### src/rtl/mem_port_arbiter.sv
// Arbitrates one single-ported memory between instruction fetch and data ports.
// Optional memory-ready watchdog enabled by defining MEM_ARB_TIMEOUT_EN.
module mem_port_arbiter #(
  parameter int ADDR_WIDTH     = 32,
  parameter int STARVE_LIMIT   = 4,
  parameter int TIMEOUT_CYCLES = 256
) (
  input  logic                  clk_i,
  input  logic                  reset_i,
  input  logic                  if_req_i,
  input  logic [ADDR_WIDTH-1:0] if_addr_i,
  output logic                  if_valid_o,
  output logic [31:0]           if_rdata_o,
  input  logic                  dm_req_i,
  input  logic                  dm_we_i,
  input  logic [ADDR_WIDTH-1:0] dm_addr_i,
  input  logic [31:0]           dm_wdata_i,
  input  logic [3:0]            dm_be_i,
  output logic                  dm_valid_o,
  output logic [31:0]           dm_rdata_o,
  output logic                  stall_if_o,
  output logic                  stall_mem_o,
  output logic                  mem_req_o,
  output logic                  mem_we_o,
  output logic [ADDR_WIDTH-1:0] mem_addr_o,
  output logic [31:0]           mem_wdata_o,
  output logic [3:0]            mem_be_o,
  input  logic                  mem_ready_i,
  input  logic [31:0]           mem_rdata_i,
  output logic                  bus_err_o
);

  typedef enum logic [1:0] {IDLE, BUSY_IF, BUSY_DM} state_t;

  if (STARVE_LIMIT < 1 || STARVE_LIMIT > 15) begin : g_bad_starve_limit
    $error("STARVE_LIMIT must be within 1..15");
  end
  if (TIMEOUT_CYCLES < 2 || TIMEOUT_CYCLES > 1024) begin : g_bad_timeout
    $error("TIMEOUT_CYCLES must be within 2..1024");
  end

  state_t                r_state;
  logic [ADDR_WIDTH-1:0] r_addr;
  logic                  r_we;
  logic [31:0]           r_wdata;
  logic [3:0]            r_be;
  logic [3:0]            r_starve_cnt;

  logic w_busy;
  logic w_grant_if;
  logic w_grant_dm;
  logic w_abort;
  logic w_done;

  assign w_busy     = (r_state != IDLE);
  // Data wins a tie unless fetch has already been passed over STARVE_LIMIT times.
  assign w_grant_if = (r_state == IDLE) && if_req_i &&
                      (!dm_req_i || r_starve_cnt == 4'(STARVE_LIMIT));
  assign w_grant_dm = (r_state == IDLE) && dm_req_i && !w_grant_if;

`ifdef MEM_ARB_TIMEOUT_EN
  localparam int WAIT_W = $clog2(TIMEOUT_CYCLES);
  logic [WAIT_W-1:0] r_wait_cnt;

  // Held at zero in IDLE, so every access starts counting from zero.
  always_ff @(posedge clk_i) begin
    if (!reset_i)          r_wait_cnt <= '0;
    else if (!w_busy)      r_wait_cnt <= '0;
    else if (!mem_ready_i) r_wait_cnt <= r_wait_cnt + 1'b1;
  end

  assign w_abort   = w_busy && !mem_ready_i && (r_wait_cnt == WAIT_W'(TIMEOUT_CYCLES - 1));
  assign bus_err_o = w_abort;
`else
  assign w_abort   = 1'b0;
  assign bus_err_o = 1'b0;
`endif

  assign w_done = w_busy && (mem_ready_i || w_abort);

  // NOTE: reset_i is only sampled on the clock edge; it is not in the sensitivity list.
  always_ff @(posedge clk_i) begin
    if (!reset_i) begin
      r_state      <= IDLE;
      r_addr       <= '0;
      r_we         <= 1'b0;
      r_wdata      <= '0;
      r_be         <= '0;
      r_starve_cnt <= '0;
    end else begin
      // NOTE: non-blocking assignments so every register samples pre-edge values.
      case (r_state)
        IDLE: begin
          if (w_grant_if) begin
            r_state <= BUSY_IF;
            r_addr  <= if_addr_i;
            r_we    <= 1'b0;
            r_wdata <= '0;
            r_be    <= 4'hF;
          end else if (w_grant_dm) begin
            r_state <= BUSY_DM;
            r_addr  <= dm_addr_i;
            r_we    <= dm_we_i;
            r_wdata <= dm_wdata_i;
            r_be    <= dm_be_i;
          end
        end
        BUSY_IF, BUSY_DM: if (w_done) r_state <= IDLE;
        default: r_state <= IDLE;
      endcase

      if (!if_req_i || w_grant_if)
        r_starve_cnt <= '0;
      else if (w_grant_dm && r_starve_cnt != 4'(STARVE_LIMIT))
        r_starve_cnt <= r_starve_cnt + 4'd1;
    end
  end

  assign mem_req_o   = w_busy;
  assign mem_we_o    = w_busy & r_we;
  assign mem_addr_o  = w_busy ? r_addr  : '0;
  assign mem_wdata_o = w_busy ? r_wdata : '0;
  assign mem_be_o    = w_busy ? r_be    : '0;

  assign if_valid_o  = (r_state == BUSY_IF) && w_done;
  assign dm_valid_o  = (r_state == BUSY_DM) && w_done;
  // An aborted access returns zero data; stores never return data.
  assign if_rdata_o  = (if_valid_o && mem_ready_i) ? mem_rdata_i : '0;
  assign dm_rdata_o  = (dm_valid_o && mem_ready_i && !r_we) ? mem_rdata_i : '0;

  assign stall_if_o  = if_req_i & ~if_valid_o;
  assign stall_mem_o = dm_req_i & ~dm_valid_o;

endmodule

### config.mk
export PLATFORM = sky130hd
export DESIGN_NAME = mem_port_arbiter
export DESIGN_NICKNAME = d
export VERILOG_FILES = /design/src/rtl/mem_port_arbiter.sv
export SDC_FILE = /design/constraint.sdc
export NUM_CORES = 1
export LEC_CHECK = 0
export ABC_CLOCK_PERIOD_IN_PS = 1950
export CORE_MARGIN = 1.5
export CORE_UTILIZATION = 37
export CTS_CLUSTER_SIZE = 24
export DETAILED_ROUTE_END_ITERATION = 8
export PLACE_DENSITY = 0.91
export REMOVE_ABC_BUFFERS = 1
export SYNTH_ARGS = -nofsm -noshare
export SYNTH_HDL_FRONTEND = slang
export SYNTH_SLANG_ARGS = --single-unit
### constraint.sdc
create_clock -name clk_i -period 1.95 [get_ports clk_i]
set_input_delay 0.2925 -clock clk_i [delete_from_list [all_inputs] [get_ports clk_i]]
set_output_delay 0.2925 -clock clk_i [all_outputs]
set_load 0.1 [all_outputs]
==> out/metrics.csv <==
stage;metric;value;unit
yosys;Mapped Cells;549;
timing;final setup fails;183;
power;Tot Pwr;0.0129;W
yosys;Synth Area in Simple Gates;33.2;%
setup_path;critical path class;register to register;
timing;Min Hold Slack;0.467;ns
setup_path;startpoint types;register;
floorplanning;initial core utilization;38.4;%
detailed_routing;Vias;5997;
timing;Final Max Tran Viols;0;
yosys;Mean Syn Cell Area;7.64;µm²
timing;Final period util;115;%
clock_tree;clk sinks;75;
setup_path;Worst Setup SP;r_state[0]$_SDFFE_PN0P_;
clock_tree;CTS buffer count;9;
yosys;sequential area share after synthesis;35.8;%
yosys;synth top area cells;dfxtp_1 36%, nor2b_1 11%, and2_1 9.8%;
global_route;total grt overflow;0;
yosys;post-synthesis adder-cell area fraction;1.79;%
yosys;Most used DFF post-synth;dfxtp_1;
power;Power Dens Cells;1310;nW/µm²
placement;port bufs;275;
cells_and_area;Post-Layout Inst Area;9860;µm²
power;LEAKAGE;3.83;nW
yosys;mux contribution to synthesized area;0.507;%
timing;Worst Max-Slew Pin Slew;0.611;ns
yosys;Compound-Gate Fraction of Synth Area;20.8;%
yosys;Post-synth EDFFs;0;
detailed_routing;initial DRC count;750;
clock_tree;Root Buffer;clkbuf_16;
yosys;cell accounting for the most synthesized area;dfxtp_1;
cells_and_area;Final nets;969;
setup_path;worst reg2reg startpoint;r_state[0]$_SDFFE_PN0P_;
timing;Clock Skews;0.0134;ns
yosys;Synth cell types;32;
detailed_routing;vias per cell;6.12;
detailed_routing;DRC viols;0;
floorplanning;# rows;38;
timing;setup TNS;-21.99;ns
detailed_routing;Routed WL per cell;29.8;µm
status;status;complete, but fails checks;
setup_path;Worst EP arrival;2.50;ns
setup_path;CP Capture Type;register;
timing;fmax;0.446;GHz
clock_tree;CTS tree;built;
clock_tree;clk slew on worst S/H paths;0.06;ns
detailed_routing;final wirelength;29200;µm
cells_and_area;final core occ;90.2;%
setup_path;CP Max Fanout;12;
yosys;Cell Area, Synth;4190;µm²
clock_tree;Clk Latency, worst-skew pair;0.34;ns
global_route;vias in the first global route;5605;
clock_tree;CTS max path bufs;2;
worst_hold_path;Hold Crit Class;register to register;
flow_run;Max Cap Viol;0;
setup_path;Critical Path RT;2.21;ns
detailed_routing;antenna-violating nets left;0;
yosys;largest family of logic cells by synthesized area;simple AND/OR/NAND/NOR gates;
timing;final hold viol count;0;
timing;RSZ-0062 raised after global routing;true;
yosys;register bit count reported by yosys;75;
timing;setup ws final;-0.293;ns
global_route;global-route wire length before repair;34600;µm
floorplanning;core box area;10900;µm²
yosys;Synth Area in XOR/XNOR;0;%
floorplanning;die height;109;µm
worst_hold_path;Hold Startpoint;r_wdata[24]$_SDFFE_PN0P_;
yosys;Yosys Warn Count;0;
yosys;Commonest cells post-synth;75 x dfxtp_1, 72 x nor2b_1, 70 x a21oi_1;
placement;post-DP HPWL;14200;µm
yosys;async set-reset flop share out of synthesis;0;%
global_route;largest net degree at the start of global routing;49;
placement;routability-driven placement congestion ratio;0.938;
detailed_routing;1st-pass router iterations;7;
global_route;antenna violations before repair;9;
yosys;most frequent cell after synthesis;dfxtp_1;
timing;Worst slew margin;59.2;%
yosys;top cell type's share of synthesized area;35.8;%
timing;Final min period;2.24;ns
placement;placed cell area;8530;µm²
cells_and_area;synthesis-to-finish area growth;135;%
floorplanning;full die area;12000;µm²
cells_and_area;layout cells sized above 1;42.7;%
global_route;GRT Total Usage;39.5;%
status;failing checks;negative setup slack;
floorplanning;DIE WIDTH;109;µm
power;Peak VDD IR;0.924;mV
clock_tree;CTS HTree Levels;3;
floorplanning;num ports;277;
-- worst max-delay path: stages (launching register included) --
cell       delay (ns)
dfxtp_2          0.33
inv_2            0.08
buf_6            0.12
buf_6            0.11
ha_4             0.24
clkbuf_16        0.26
o211a_4          0.29
buf_6            0.18
nand3_1          0.28
a21boi_2         0.25
-- logic make-up after synthesis --
kind of cell | after synthesis
simple gates | 259
fa+ha+maj | 6
compound gates | 149
buf+inv | 57
other cells | 1
mux | 2
flops | 75
-- sequential cells by signal (all words and copies together) (netlist names) --
name          count
r_wdata          32
r_starve_cnt      4
r_addr           32
r_state           2
r_we              1
r_be              4
-- cell type report --
| cell class | instances | area, µm² |
|---|---|---|
| inverter | 6 | 27.5 |
| fill | 422 | 1070 |
| antenna | 10 | 25.0 |
| sequential | 75 | 1500 |
| multi-input combinational | 417 | 3110 |
| tap | 140 | 175 |
| clock buffer | 10 | 229 |
| timing repair buffer | 316 | 4750 |
| clock inverter | 6 | 42.5 |
-- report_power, final --
part           internal, W  total, W  switching [W]
Combinational      0.00335   0.00902        0.00567
Sequential         0.00201   0.00239       0.000374
Clock             0.000862   0.00154       0.000676
Total              0.00623    0.0129        0.00672
-- repair_timing --
action / CTS / global route
hold buffers: 0 / 0
endpoints found under the setup margin: 137 / 205
gates cloned: 3 / 6
gates resized for setup: 150 / 102
pin swaps: 24 / 21
buffers inserted: 10 / 3
-- routing by layer --
metal	track usage [%]	share of wire (%)
met1	38.9	33
met2	63.9	45
met3	17.2	13
met4	32.7	9.5
met5	0	0
-- placed cells by master, fill, tap and decap left out, types with 3 or more instances in the layout --
cell type,Yosys,routed
buf_6,9,9
buf_4,9,11
o21ai_0,37,25
a21oi_1,70,69
nor2b_2,0,5
ha_1,6,3
a21boi_1,33,28
dfxtp_1,75,73
diode_2,0,10
clkbuf_16,0,13
nand2_1,69,69
nand3_1,37,36
o21ai_1,1,13
nor2b_1,72,3
buf_12,0,154
clkdlybuf4s50_1,0,136
nor2_1,9,8
ha_4,0,3
and2_4,0,64
a21boi_2,0,5
nor2b_4,0,64
-- metrics by stage --
step           std cells  setup WS (ns)
6_report             980         -0.293
5_1_grt              980         -0.285
3_3_place_gp         936         0.0336
2_1_floorplan        498          -2.08
4_1_cts              965         -0.212
3_5_place_dp         936        -0.0677
-- final timing paths --
path	end	slack, ns	cells past startpoint
setup / recovery	r_wdata[5]$_SDFFE_PN0P_	-0.29	9
hold reg to reg	r_wdata[24]$_SDFFE_PN0P_	0.47	2
setup reg to reg	r_wdata[5]$_SDFFE_PN0P_	-0.29	9
hold / removal	r_wdata[24]$_SDFFE_PN0P_	0.47	2
Power figures use the tool's default switching activity.
